$ cat config.mk
export PLATFORM = sky130hd
export DESIGN_NAME = power_integrator
export DESIGN_NICKNAME = d
export VERILOG_FILES = /design/src/rtl/power_integrator.sv
export SDC_FILE = /design/constraint.sdc
export NUM_CORES = 2
export LEC_CHECK = 0
export ABC_AREA = 1
export BUFFER_PORTS_ARGS = -buffer_cell sky130_fd_sc_hd__buf_2
export CAP_MARGIN = 20
export CORE_ASPECT_RATIO = 2
export CORE_MARGIN = 3
export CORE_UTILIZATION = 40
export CTS_BUF_LIST = sky130_fd_sc_hd__clkbuf_8
export DETAILED_ROUTE_END_ITERATION = 12
export PLACE_DENSITY = 0.63
export SETUP_SLACK_MARGIN = 0.05
export SYNTH_ARGS = -nofsm -noshare
export SYNTH_HDL_FRONTEND = slang
export SYNTH_SLANG_ARGS = --single-unit
$ cat constraint.sdc
create_clock -name clk -period 4.6 [get_ports clk]
set_input_delay 0.46 -clock clk [delete_from_list [all_inputs] [get_ports clk]]
set_output_delay 0.46 -clock clk [all_outputs]
set_load 0.005 [all_outputs]
$ cat src/rtl/power_integrator.sv
// Power integrator: sums or peak-holds a block of power samples
// and emits one shifted, saturated result per finished block.
module power_integrator #(
  parameter int IN_WIDTH  = 95,
  parameter int CNT_WIDTH = 10,
  parameter int OUT_WIDTH = 64
) (
  input  logic                 clk,
  input  logic                 rst,
  input  logic                 clken,
  input  logic                 in_valid,
  input  logic [IN_WIDTH-1:0]  in_data,
  input  logic                 peak_detect,
  input  logic [CNT_WIDTH-1:0] num_integr,
  input  logic [5:0]           shift,
  input  logic                 clear,
  output logic [OUT_WIDTH-1:0] out_data,
  output logic                 out_valid,
  output logic                 busy
);

  localparam int AW = IN_WIDTH + CNT_WIDTH;

  typedef enum logic {
    IDLE,
    ACCUM
  } state_t;

  state_t               state_q, state_d;
  logic [AW-1:0]        acc_q, acc_d;
  logic [AW-1:0]        sample;
  logic [AW-1:0]        shifted;
  logic [CNT_WIDTH-1:0] cnt_q, cnt_d;
  logic [CNT_WIDTH-1:0] cnt_inc;
  logic [CNT_WIDTH-1:0] target;
  logic [CNT_WIDTH-1:0] num_q, num_d;
  logic [5:0]           shift_q, shift_d;
  logic                 peak_q, peak_d;
  logic                 start;
  logic                 fin;
  logic [OUT_WIDTH-1:0] res;

  assign busy = (state_q == ACCUM);

  // Next-state, accumulator update and block-finish detection
  always_comb begin
    state_d = state_q;
    acc_d   = acc_q;
    cnt_d   = cnt_q;
    peak_d  = peak_q;
    num_d   = num_q;
    shift_d = shift_q;
    fin     = 1'b0;
    sample  = {{CNT_WIDTH{1'b0}}, in_data};
    cnt_inc = cnt_q + CNT_WIDTH'(1);
    target  = (num_q == '0) ? CNT_WIDTH'(1) : num_q;
    start   = in_valid && ((state_q == IDLE) || clear);
    if (start) begin
      peak_d  = peak_detect;
      num_d   = num_integr;
      shift_d = shift;
      acc_d   = sample;
      cnt_d   = CNT_WIDTH'(1);
      state_d = ACCUM;
      if (num_integr <= CNT_WIDTH'(1)) begin
        fin     = 1'b1;
        state_d = IDLE;
        cnt_d   = '0;
      end
    end else if (clear && (state_q == ACCUM)) begin
      state_d = IDLE;
      acc_d   = '0;
      cnt_d   = '0;
    end else if ((state_q == ACCUM) && in_valid) begin
      if (peak_q)
        acc_d = (sample > acc_q) ? sample : acc_q;
      else
        acc_d = acc_q + sample;
      cnt_d = cnt_inc;
      if (cnt_inc == target) begin
        fin     = 1'b1;
        state_d = IDLE;
        cnt_d   = '0;
      end
    end
  end

  // Result formatting: shift in sum mode, then saturate
  always_comb begin
    shifted = peak_d ? acc_d : (acc_d >> shift_d);
    if (|shifted[AW-1:OUT_WIDTH])
      res = {OUT_WIDTH{1'b1}};
    else
      res = shifted[OUT_WIDTH-1:0];
  end

  // State, shadow config and output registers
  always_ff @(posedge clk) begin
    if (rst) begin
      state_q   <= IDLE;
      acc_q     <= '0;
      cnt_q     <= '0;
      peak_q    <= 1'b0;
      num_q     <= '0;
      shift_q   <= '0;
      out_data  <= '0;
      out_valid <= 1'b0;
    end else if (clken) begin
      state_q   <= state_d;
      acc_q     <= acc_d;
      cnt_q     <= cnt_d;
      peak_q    <= peak_d;
      num_q     <= num_d;
      shift_q   <= shift_d;
      out_valid <= fin;
      if (fin)
        out_data <= res;
    end
  end

endmodule

==> key figures <==
Placed design
  • Dpl cells: ~8.3k
  • # port buffers: between 150 and 200
  • Post-DP HPWL: about 170000 um
  • Gp weighted congestion: about 1.2

Drt
  • Drt first-iter violations: approximately 5.7k
  • Routed wire per std cell: 25.5 um
  • Via count: just under 50k
  • Routed vias/inst: between 5 and 6
  • Total Wirelength: 214000 um
  • ANT nets after route: 0
  • Drt pass-1 iters: 7
  • DRC viols: 0

Timing
  • Final WS setup: -0.387 ns
  • Setup violations, final: 64
  • Final Hold Viols: 0
  • Achievable Freq: 201 MHz
  • Max transition margin: between 30% and 40%
  • RSZ-0062 raised after global routing: yes
  • Worst Skew: about 0.037 ns
  • Fin crit period: roughly 5.0 ns
  • Period utilisation layout: 108%
  • Tightest Pin Transition: between 0.9 and 1 ns
  • Minimum hold slack: 0.0376 ns
  • Max-slew violations: 0

Global routing
  • Total GRT Usage: about 50%
  • Vias in the first global route: about 47k
  • Initial antenna violation count: 11
  • Largest net degree at the start of global routing: roughly 130
  • First-pass GRT wire length: ~300000 um
  • GR Overflow Total: 0

Synth
  • Synth Register Bits: 198
  • Area leader, netlist: nand3_1
  • Syn Std Cell Area: ~32000 um^2
  • Register area share after synthesis: about 13%
  • Synth warn: 0
  • Synth Instances: roughly 6.0k
  • Dominant cell by count in the synthesized netlist: nand3_1
  • Commonest cells post-synth: nand3_1 (1327), nand2_1 (1138), inv_1 (930)
  • Cell variety after synth: 46
  • Ranking of synthesized cells by area: nand3_1 (21%), nand2_1 (14%), dfxtp_1 (13%), inv_1 (11%), ha_1 (7.6%)
  • Share of the synthesized area in the top cell type: about a fifth
  • Ys flop type: dfxtp_1
  • Synthesized net count: between 6k and 7k
  • Syn Area/Cell: roughly 5.3 um^2
  • Post-synth EDFFs: 0
  • Post-synth ARST share: 0%

CTS
  • Max Root-Sink Buffers: 2
  • Root buf cell: clkbuf_8
  • CTS tree: yes
  • Number of buffers created by CTS: 17
  • Clk_lat worst skew: a little over 0.7 ns
  • CTS clock-pin slew for the worst setup and hold paths: about 0.12 ns
  • Hold-fix buffers at CTS: 0
  • CTS HTree Levels: 4
  • Clk sinks: a little under 200

Finish
  • Layout cell share with drive strength beyond 1: a little under a third
  • # nets final: about 7.7k
  • Syn-to-layout area delta: 50.1%
  • Fillers: slightly below 8k
  • Storage element area: ~4000 um^2
  • Non-Filler Instances: between 8k and 9k
  • Multi-input gate area: 25300 um^2

Outcome
  • Status: complete, but fails checks
  • Failing checks: setup timing

Floorplan
  • Die width: between 200 and 250 um
  • Die Y-Extent: about 400 um
  • IO Pins: ~180
  • Rows: roughly 150
  • Die ar.: just over 80000 um^2
  • Starting Density: 40.4%
  • CORE AREA: about 78000 um^2

Setup path
  • Worst r2r src: acc_q[45]
  • Crit Path Max Fanout: 11
  • WP buf/inv: 8
  • WS Path Type: flip-flop to flip-flop
  • Reg2Reg Setup Slack: -0.39 ns
  • Critical Path End Type: flip-flop
  • CP arrival: roughly 5.6 ns
  • Worst R2R Path Depth: 32
  • Reg-to-reg endpoint: out_data[28]
  • Start point of the critical path: acc_q[45]
  • Slowest CP cell: dfxtp_1
  • Launching element type of the critical path: flip-flop
  • Worst stage delay on the critical path: 0.36 ns
  • Delay-heaviest family, CP: simple AND/OR/NAND/NOR gates
  • WP data required: between 5 and 6 ns

Job
  • Maxcap violations: 0

Worst hold path
  • Hold path cells: 3
  • Min-Delay Startpoint: num_integr[7]
  • Worst hold path type: input pin to flip-flop
  • Hold EP: num_q[7]

Power and ir drop
  • VDD IR max: 0.000325 V
  • PD cells: approximately 220 nW/um^2
  • Leakage: 24.8 nW
==> layout by cell type, fill, tap and decap left out, types with 15 or more instances in the layout <==
cell type  netlist  routed
a21oi_1        456     418
a21oi_2          0      35
a31oi_1         16      15
buf_12           0      46
buf_2           27     181
buf_4            9    1409
buf_6            9      20
clkbuf_8         0      20
dfxtp_1        198     192
ha_1           191     147
ha_2             0      15
ha_4             0      29
inv_1          930     912
inv_2           27      41
nand2_1       1138    1054
nand2_2          0      70
nand3_1       1327    1141
nand3_2         52     225
nand4_1         54      54
nor2_1         582     490
nor2_2           9      77
nor2_4           0      24
nor3_1          41      32
o211ai_1        34      34
o21ai_0        387     352
o21ai_1         28      50
o21bai_1        29      26
o22ai_1         74      73
xor2_1          16      16
==> layout make-up <==
cell class | instances | share of cell area [%]
inverters | 962 | 7.65
well taps | 1029 | 2.71
clock buffers | 20 | 0.580
diodes | 8 | 0.0422
repair buffers | 1662 | 27.0
flip-flops and latches | 198 | 8.37
clock inverters | 12 | 0.243
multi-input cells | 4522 | 53.4
==> worst reg2reg max path, delay by kind of cell (launching register included) <==
family	cells	cell delay, ns
and+or+nand+nor	21	2.93
buffers and inverters	8	1.00
AOI/OAI and AO/OA	2	0.28
DFF	1	0.36
adders and majority gates	1	0.29
==> how the worst max path moves through the flow <==
| stage | end | slack (ns) | depth (start not counted) |
|---|---|---|---|
| final | out_data[28] | -0.39 | 32 |
| after floorplan | out_data[0] | 0.84 | 32 |
| after global placement | out_data[11] | -0.79 | 32 |
| after detailed placement | out_data[46] | -0.78 | 33 |
| after global routing | out_data[46] | -0.55 | 38 |
| after CTS | out_data[58] | -0.18 | 37 |
==> cell families after synthesis <==
kind of cell	after synthesis	share of synthesized area (%)
buffers and inverters	1241	15.2
AND/OR/NAND/NOR	3249	46.2
AO/OA/AOI/OAI	1060	17.9
flip-flops	198	12.5
adder cells (fa/ha/maj)	192	7.62
XOR/XNOR	20	0.554
==> power breakdown <==
part,leakage [nW],total (mW),internal (mW),switching [mW]
Combinational,23.0,7.29,2.82,4.46
Sequential,1.63,1.90,1.83,0.0705
Clock,0.201,1.33,0.437,0.893
==> registers in the layout (all words and copies together) (netlist names) <==
name       flops
acc_q        105
out_data      64
cnt_q         10
num_q         10
shift_q        6
busy           1
out_valid      1
peak_q         1
==> timing repair <==
| action | in CTS | in global routing |
|---|---|---|
| buffers inserted | 14 | 8 |
| setup endpoints to repair | 64 | 64 |
| gates cloned | 5 | 1 |
| pin swaps | 44 | 38 |
| resized for setup | 312 | 302 |
==> layer usage <==
layer	wire [um]	track usage [%]	vias to the layer above
li1	-	-	22500
met3	20900	14.9	1041
met5	40	0	-
met4	30000	54.4	6
met1	70000	50.4	22500
met2	93500	78.5	2810
==> through the flow <==
| stage | TNS [ns] | instance area [um^2] | total power, mW | utilization (%) | setup WS, ns |
|---|---|---|---|---|---|
| 5_1_grt | -31.74 | 47400 | 10.9 | 60.7 | -0.546 |
| 3_5_place_dp | -47.53 | 44200 | 8.41 | 56.5 | -0.778 |
| 4_1_cts | -8.71 | 46100 | 9.99 | 59.0 | -0.181 |
| 6_report | -17.89 | 47400 | 10.5 | 60.7 | -0.387 |
| 3_3_place_gp | -48.78 | 44200 | 8.36 | 56.5 | -0.791 |
| 2_1_floorplan | 0 | 31600 | 4.98 | - | 0.836 |
No activity file was read; power rests on OpenSTA's default activity.
